===== config.mk =====
export PLATFORM = sky130hd
export DESIGN_NAME = nibble_seq_add
export DESIGN_NICKNAME = d
export VERILOG_FILES = /design/src/rtl/nibble_seq_add.sv
export SDC_FILE = /design/constraint.sdc
export NUM_CORES = 1
export LEC_CHECK = 0
export CORE_ASPECT_RATIO = 0.6
export CORE_MARGIN = 5
export CORE_UTILIZATION = 49
export CTS_CLUSTER_DIAMETER = 120
export DETAILED_ROUTE_END_ITERATION = 16
export GPL_ROUTABILITY_DRIVEN = 0
export HOLD_SLACK_MARGIN = 0.15
export PLACE_DENSITY = 0.85
export SLEW_MARGIN = 25
export SYNTH_ARGS = -nofsm -noshare
export SYNTH_HDL_FRONTEND = slang
export SYNTH_SLANG_ARGS = --single-unit

===== constraint.sdc =====
create_clock -name clk -period 1.9 [get_ports clk]
set_input_delay 0.38 -clock clk [delete_from_list [all_inputs] [get_ports clk]]
set_output_delay 0.38 -clock clk [all_outputs]
set_load 0.02 [all_outputs]

===== src/rtl/nibble_seq_add.sv =====
// Wide add/subtract sequenced one nibble per clock through an external 4-bit ripple adder.
// Latency: start sampled at edge 0, RUN for NIBBLES cycles, done pulses in cycle NIBBLES+1.
// Backpressure: none; start is accepted only in IDLE and is ignored while busy is high.
module nibble_seq_add #(
  parameter int NIBBLES = 4
) (
  input  logic                   clk,
  input  logic                   rst,
  input  logic                   start,
  input  logic                   sub,
  input  logic                   cin_in,
  input  logic [4*NIBBLES-1:0]   op_a,
  input  logic [4*NIBBLES-1:0]   op_b,
  output logic                   busy,
  output logic                   done,
  output logic [4*NIBBLES-1:0]   result,
  output logic                   carry_out,
  output logic                   overflow,
  output logic [3:0]             add_a,
  output logic [3:0]             add_b,
  output logic                   add_cin,
  input  logic [3:0]             add_sum,
  input  logic                   add_cout
);

  localparam int W  = 4 * NIBBLES;
  localparam int IW = $clog2(NIBBLES);

  localparam logic [1:0] IDLE = 2'd0;
  localparam logic [1:0] RUN  = 2'd1;
  localparam logic [1:0] DONE = 2'd2;

  localparam logic [IW-1:0] LAST_IDX = IW'(NIBBLES - 1);

  logic [1:0]    state;
  logic [IW-1:0] idx;
  logic          carry;
  logic [W-1:0]  a_reg;
  logic [W-1:0]  b_reg;

  // Bit offset of the nibble currently being processed.
  logic [IW+1:0] nib_base;
  assign nib_base = {idx, 2'b00};

  // Status decoded straight from the state register so done is a clean one-cycle pulse.
  assign busy = (state == RUN) || (state == DONE);
  assign done = (state == DONE);

  // Drive the external adder with the current nibble only while running; park it at zero otherwise.
  always_comb begin
    add_a   = '0;
    add_b   = '0;
    add_cin = 1'b0;
    if (state == RUN) begin
      add_a   = a_reg[nib_base +: 4];
      add_b   = b_reg[nib_base +: 4];
      add_cin = carry;
    end
  end

  // Sequencer: latch operands, walk the nibbles LSB first, chain cout back into cin, flag completion.
  always_ff @(posedge clk) begin
    if (rst) begin
      state     <= IDLE;
      idx       <= '0;
      carry     <= 1'b0;
      a_reg     <= '0;
      b_reg     <= '0;
      result    <= '0;
      carry_out <= 1'b0;
      overflow  <= 1'b0;
    end else begin
      case (state)
        IDLE: begin
          if (start) begin
            // Subtraction is A + ~B + 1, so invert B and force the initial carry.
            a_reg     <= op_a;
            b_reg     <= sub ? ~op_b : op_b;
            carry     <= sub ? 1'b1 : cin_in;
            idx       <= '0;
            result    <= '0;
            carry_out <= 1'b0;
            overflow  <= 1'b0;
            state     <= RUN;
          end
        end
        RUN: begin
          result[nib_base +: 4] <= add_sum;
          carry                 <= add_cout;
          if (idx == LAST_IDX) begin
            // b_reg already holds the effective (possibly inverted) operand, so one rule covers add and sub.
            carry_out <= add_cout;
            overflow  <= (a_reg[W-1] == b_reg[W-1]) && (add_sum[3] != a_reg[W-1]);
            state     <= DONE;
          end else begin
            idx <= idx + IW'(1);
          end
        end
        DONE: begin
          state <= IDLE;
        end
        default: begin
          state <= IDLE;
        end
      endcase
    end
  end

endmodule


==> results of run 1 <==
[per-layer routing]
| metal | up-vias | part of all wire [%] |
|---|---|---|
| met5 | - | 0 |
| met4 | 0 | 1.4 |
| met2 | 71 | 44 |
| li1 | 1245 | - |
| met1 | 1209 | 49 |
| met3 | 13 | 4.9 |
[worst reg2reg max path: cells and delay by family (launching register included)]
kind                     cells  cell delay [ns]
buffers and inverters        4             0.61
AND/OR/NAND/NOR              3             0.53
flip-flops                   1             0.37
adder cells (fa/ha/maj)      1             0.29
[power breakdown]
group | internal, mW | total, mW | switching [mW]
logic | 0.380 | 0.760 | 0.380
registers | 1.23 | 1.28 | 0.0489
clock network | 0.427 | 0.812 | 0.385
total | 2.04 | 2.85 | 0.814
[stage by stage]
| stage | instance area, µm² | utilization [%] | hold WS, ns | std cells | setup slack, ns |
|---|---|---|---|---|---|
| 6_report | 3910 | 70.2 | 0.464 | 469 | -0.181 |
| 5_1_grt | 3910 | 70.2 | 0.484 | 469 | -0.212 |
| 4_1_cts | 3800 | 68.2 | 0.462 | 467 | -0.244 |
| 3_5_place_dp | 3650 | 65.6 | 0.442 | 456 | -0.339 |
| 3_3_place_gp | 3650 | 65.6 | 0.440 | 456 | -0.229 |
| 2_1_floorplan | 2810 | - | 0.427 | 308 | 0.137 |
[area by class of cell]
type / instances / area [µm²] / area share [%]
multi-input cells: 226 / 1620 / 41.3
flip-flops and latches: 55 / 1110 / 28.3
well taps: 80 / 100 / 2.56
repair buffers: 96 / 955 / 24.4
clock buffers: 6 / 82.6 / 2.11
clock inverters: 2 / 35.0 / 0.896
inverters: 4 / 15.0 / 0.384
[cell families (layout without fill, tap and decap cells)]
group           Yosys count  in the layout  synth area share (%)
compound gates           66             66                  14.2
xor+xnor                 16             16                  5.00
fa+ha+maj                10             10                  4.46
buf+inv                  27            108                  5.17
flops                    55             55                  39.3
mux                      10             10                  7.58
simple gates            124            124                  24.3
[synthesized netlist by cell type]
cell / count
nor3b_1: 1
ha_1: 10
nor3_1: 1
buf_2: 8
dfxtp_1: 55
o211ai_1: 1
nor2_1: 18
mux2_4: 1
a211oi_1: 16
clkbuf_1: 7
mux4_2: 6
nand2b_1: 3
a22o_1: 4
mux2i_1: 1
nand2_1: 43
nand3b_1: 2
and4bb_2: 1
xnor2_1: 16
mux4_1: 2
nand4b_1: 1
buf_4: 4
and4_4: 1
and4b_1: 4
o32ai_1: 1
buf_1: 1
or2b_1: 4
and2_1: 12
and3b_1: 2
nand4_1: 12
o311ai_0: 2
nand3_1: 1
o21ai_0: 15
nor4bb_1: 5
buf_6: 2
a21oi_1: 27
clkbuf_4: 1
nor2b_1: 13
inv_1: 4
[worst min-delay path by stage]
stage,start,end,slack [ns]
after global placement,a_reg[3],a_reg[3],0.44
after floorplan,carry,carry,0.43
after detailed placement,a_reg[7],a_reg[7],0.44
final,a_reg[7],a_reg[7],0.46
after CTS,a_reg[7],a_reg[7],0.46
after global routing,a_reg[9],a_reg[9],0.48
[cells in the final DEF, fill, tap and decap left out, types with 6 or more instances in the layout]
cell type / n
clkdlybuf4s50_1: 58
dfxtp_1: 53
nand2_1: 43
a21oi_1: 26
buf_4: 21
nor2_1: 18
xnor2_1: 16
a211oi_1: 16
o21ai_0: 15
nor2b_1: 13
nand4_1: 12
buf_6: 9
mux4_2: 8
and2_4: 8
ha_1: 8
clkbuf_8: 6
[what timing repair did]
action	4_1_cts	5_1_grt
endpoints found under the hold margin	0	0
buffers inserted	2	2
cloned	1	0
hold buffers	0	0
pin swaps	2	2
endpoints found under the setup margin	31	29
gates resized for setup	44	32
==> impl_results.md, run 1 <==
- Outcome: finished, violations left
- Failing checks: setup timing
- Synth top area share: 39.3%
- CTS Buffer Depth: 2
- Chip height: 68.6 µm
- CTS H-Tree Depth: 2
- Initial core utilization: 50.4%
- Biggest cell delay along the critical path: 0.49 ns
- Kind of end point of the critical path: output port
- Crit Path Class: register to output port
- Diode count: 0
- Final net count: 440
- Fraction of final layout cells with drive strength greater than 1: 18.3%
- Synth Instances: 308
- Slowest CP cell: mux4_2
- Ports: 71
- GR Layer Usage met1: 29.8%
- Worst slew pin tran: 0.514 ns
- Clk root buf: clkbuf_8
- Core Region: 5570 µm²
- CP Capture Point: add_b[0]
- Worst path bufs/invs: 3
- Worst-path cell chain: buf_12, buf_16, mux4_2, and2_4, buf_6
- Setup violators final: 8
- Grt met2 use: 33.4%
- Top cell type by total area after synthesis: dfxtp_1
- Final WS setup: -0.181 ns
- Reg-to-Reg End: result[14]
- Final wirelength: 7630 µm
- Via count: 2,538
- Slew Viols, Final: 0
- Worst vdd ir: 0.354 mV
- TritonCTS clock tree: done
- Via density: 5.41
- Reg-to-Reg Start: idx[0]
- Slew headroom: 65.7%
- YS warnings: 0
- Drt pass-1 iters: 4
- Routing usage on met3: 4.28%
- Synth top area cells: dfxtp_1 39%, nand2_1 5.8%, xnor2_1 5.0%
- Initial antenna violation count: 0
- Final period util: 110%
- Achievable Freq: 481 MHz
- Area grow syn2layout: 39.3%
- IO buf count: 70
- Worst-Skew Late Latency: 0.32 ns
- Total grt overflow: 0
- Cell Area, Synth: 2810 µm²
- Clock slew at reported path FFs: 0.10 ns
- Final Hold Fails: 0
- Setup TNS: -0.903 ns
- Die area: 7390 µm²
- MaxCap Viol Count: 0
- Critical path fanouts, max: 4
- GR peak layer: met2
- CTS Buf Count: 5
- Row count: 21
- Top Family by Delay on Critical Path: multiplexers
- Die width: 108 µm
- Worst Clk Skew: 0.00808 ns
- Critical path startpoint: idx[0]
- Vias in the first global route: 2,495
- Post-Syn Nets: 360
- Clock sink count: 55
- Flops & latches, synth: 55
- Cell variety after synth: 38
- RSZ-0062 raised after global routing: yes
- Fill cells: 422
- Power density over the cells: 730 nW/µm²
- 1st-iter DRT viols: 262
- HPWL Detailed: 5180 µm
- Tmin final: 2.08 ns
- Total Power Consumption: 2.85 mW
- Leak: 1.51 nW
- R2r setup slk: 0.06 ns
- Tot GR Track Use: 21.3%
- Hold/Removal Path Class: register to register
- Syn avg cell area: 9.11 µm²
- DRC Markers: 0
- Hold Path Depth: 2
- Largest net degree at the start of global routing: 49
- WP depth: 5
- Crit path arrival time: 1.70 ns
- First-pass GRT wire length: 12,300 µm
- Post-DRT Antenna Nets: 0
- CP required: 1.52 ns
- Startpoint types: register
- Worst R2R Path Depth: 8
- Register area share after synthesis: 39.3%
- WL per Instance: 16.3 µm
Note: power is estimated with default switching activity, not from simulation.
==> inputs of run 2 (changes only) <==
- CORE_UTILIZATION: 49 -> 30
- MAX_ROUTING_LAYER: default -> met4
- PLACE_DENSITY: 0.85 -> 0.58
==> run 2 against run 1 <==
The run still ends with setup timing left. Worst setup slack improved by 0.070 ns. Worst hold slack lost 0.0067 ns. Clock skew shrank 0.0052 ns. Register-to-register slack improved by 0.07 ns. Largest cell class unchanged.
==> impl_results.md, run 2 (synthesis results as in run 1) <==
- Final period util: 106% (-3.7 points)
- Hold Path Depth: 2 (unchanged)
- Min-Delay Startpoint: carry
- Hold/Removal Path Class: register to register
- Final wirelength: 7520 µm (-1.4%)
- Largest net degree at the start of global routing: 49 (unchanged)
- Reg-to-Reg Start: idx[0]
- CTS Buf Count: 5 (unchanged)
- Clk root buf: clkbuf_16
- DP Area: 3750 µm² (+2.7%)
- Total Power Consumption: 3.18 mW (+12%)
- CTS Buffer Depth: 2 (unchanged)
- Drt pass-1 iters: 4 (unchanged)
- CTS H-Tree Depth: 2 (unchanged)
- Die width: 135 µm (+25%)
- Via density: 4.73 (-13%)
- Core Region: 9160 µm² (+64%)
- Setup violators final: 8 (unchanged)
- Power density over the cells: 790 nW/µm² (+8.2%)
- Ports: 71 (unchanged)
- Final Cell Area: 4030 µm² (+3.1%)
- Via count: 2,449 (-3.5%)
- Slowest CP cell: mux4_1
- Area grow syn2layout: 43.7%
- RSZ-0062 raised after global routing: yes
- Reg-to-Reg End: result[14]
- Die area: 11,400 µm² (+55%)
- Leak: 1.55 nW (+3.2%)
- Worst hold endpoint: carry
- Switching share of power: 25.7% (-2.9 points)
- Total grt overflow: 0 (unchanged)
- Commonest cells after routing, fill and taps aside: 58 x clkdlybuf4s50_1, 54 x dfxtp_1, 43 x nand2_1, 26 x a21oi_1, 18 x nor2_1
- First-pass GRT wire length: 12,600 µm (+2.1%)
- Clock sink count: 55 (unchanged)
- Tmin final: 2.01 ns (-0.0705 ns)
- Critical path fanouts, max: 6 (+2)
- Slew headroom: 64.6% (-1.0 points)
- Crit path arrival time: 1.63 ns (-0.07 ns)
- Internal: 2.37 mW (+16%)
- Diode count: 0 (unchanged)
- Worst-path cell chain: buf_12, mux4_1, and2_1, buf_4
- Met2 wire length: 3190 µm (-5.6%)
- Worst Clk Skew: 0.00284 ns (-0.00524 ns)
- Chip height: 84.9 µm (+24%)
- MaxCap Viol Count: 0 (unchanged)
- Final WS setup: -0.110 ns (+0.0705 ns)
- Kind of end point of the critical path: output port
- Non-filler instance count after layout: 518 (+10%)
- Failing checks: setup timing
- Met1 Wirelength: 3870 µm (+2.6%)
- Final net count: 439 (-0.23%)
- Switching pwr: 0.816 mW (+0.31%)
- Post-DRT Antenna Nets: 0 (unchanged)
- Worst-Skew Late Latency: 0.29 ns (-0.03 ns)
- Clock power share: 36.6% (+8.1 points)
- R2r setup slk: 0.13 ns (+0.07 ns)
- Met3 routed WL: 432 µm (+15%)
- Clock slew at reported path FFs: 0.07 ns (-0.03 ns)
- Worst vdd ir: 0.362 mV (+2.2%)
- Row count: 27 (+29%)
- 1st-iter DRT viols: 126 (-52%)
- Outcome: finished, violations left
- Achievable Freq: 497 MHz (+3.5%)
- Final Hold Fails: 0 (unchanged)
- Placed insts: 506 (+11%)
- DRC Markers: 0 (unchanged)
- Worst slew pin tran: 0.529 ns (+0.0155 ns)
- Leading cell type in the layout, fill and taps excluded: clkdlybuf4s50_1
- CP required: 1.52 ns (about the same)
- Initial antenna violation count: 0 (unchanged)
- HPWL Detailed: 5510 µm (+6.4%)
- Vias in the first global route: 2,483 (-0.48%)
- Startpoint types: register
- Register share of total power: 40.0% (-4.9 points)
- IO buf count: 70 (unchanged)
- Tot GR Track Use: 13.9% (-7.4 points)
- Logic pwr share: 23.4% (-3.2 points)
- Crit Path Class: register to output port
- Biggest cell delay along the critical path: 0.54 ns (+0.05 ns)
- Fraction of final layout cells with drive strength greater than 1: 16.2% (-2.0 points)
- Top layer in use: met4
- Initial core utilization: 30.6% (-20 points)
- Worst R2R Path Depth: 8 (unchanged)
- TritonCTS clock tree: done
- WL per Instance: 14.5 µm (-11%)
- Slew Viols, Final: 0 (unchanged)
- Layout Utilization: 44.0% (-26 points)
## run 2: changes by cell type in the layout (fill, tap and decap cells not counted), moves of 2 or more
cell	previous run	this run
clkbuf_16	0	5
buf_12	3	5
clkbuf_8	6	0
buf_6	9	11
buf_4	21	17
## run 2: worst max path at each step
stage / start / to / slack (ns) / cells after the start
after floorplan: idx[1] / result[10] / 0.14 / 6
after global placement: idx[0] / add_a[3] / -0.22 / 4
after detailed placement: idx[0] / add_a[3] / -0.24 / 4
after CTS: idx[0] / add_b[2] / -0.13 / 5
after global routing: idx[0] / add_b[3] / -0.15 / 4
final: idx[0] / add_b[3] / -0.11 / 4
## run 2: critical path: cells and delay by family (launching register included)
kind | cells | cell delay, ns
flops | 1 | 0.37
mux | 1 | 0.54
simple gates | 1 | 0.17
buf+inv | 2 | 0.27
## run 2: per-stage QoR
stage	TNS [ns]	hold WS, ns	setup WS, ns
after CTS	-0.790	0.456	-0.126
after floorplan	0	0.427	0.137
after detailed placement	-1.68	0.445	-0.237
after global placement	-1.57	0.436	-0.225
final	-0.481	0.457	-0.110
after global routing	-0.838	0.482	-0.149
## run 2: what timing repair did
action                     in CTS  in global routing
setup endpoints to repair      10                 16
hold buffers                    0                  0
gates cloned                    0                  0
pin swaps                       4                  3
hold endpoints to repair        0                  0
setup buffers                   4                  0
resized for setup              53                 16
## run 2: area by class of cell
| cell class | instances | area, µm² |
|---|---|---|
| timing repair buffer | 95 | 963 |
| clock inverter | 2 | 60.1 |
| tap | 130 | 163 |
| fill | 940 | 5120 |
| inverter | 4 | 15.0 |
| clock buffer | 6 | 129 |
| sequential | 55 | 1100 |
| multi-input combinational | 226 | 1600 |
## run 2: layer usage
metal,up-vias,track usage [%]
met5,-,-
met4,0,2.50
met3,2,3.02
met2,58,20.1
met1,1143,20.1
li1,1246,-
## run 2: power by group through the flow
stage	combinational [mW]	sequential, mW	clock (mW)
detailed placement	0.710	1.30	0
global placement	0.701	1.30	0
CTS	0.737	1.27	1.20
global route	0.821	1.28	1.25
floorplan	0.422	1.29	0
finish	0.744	1.27	1.16
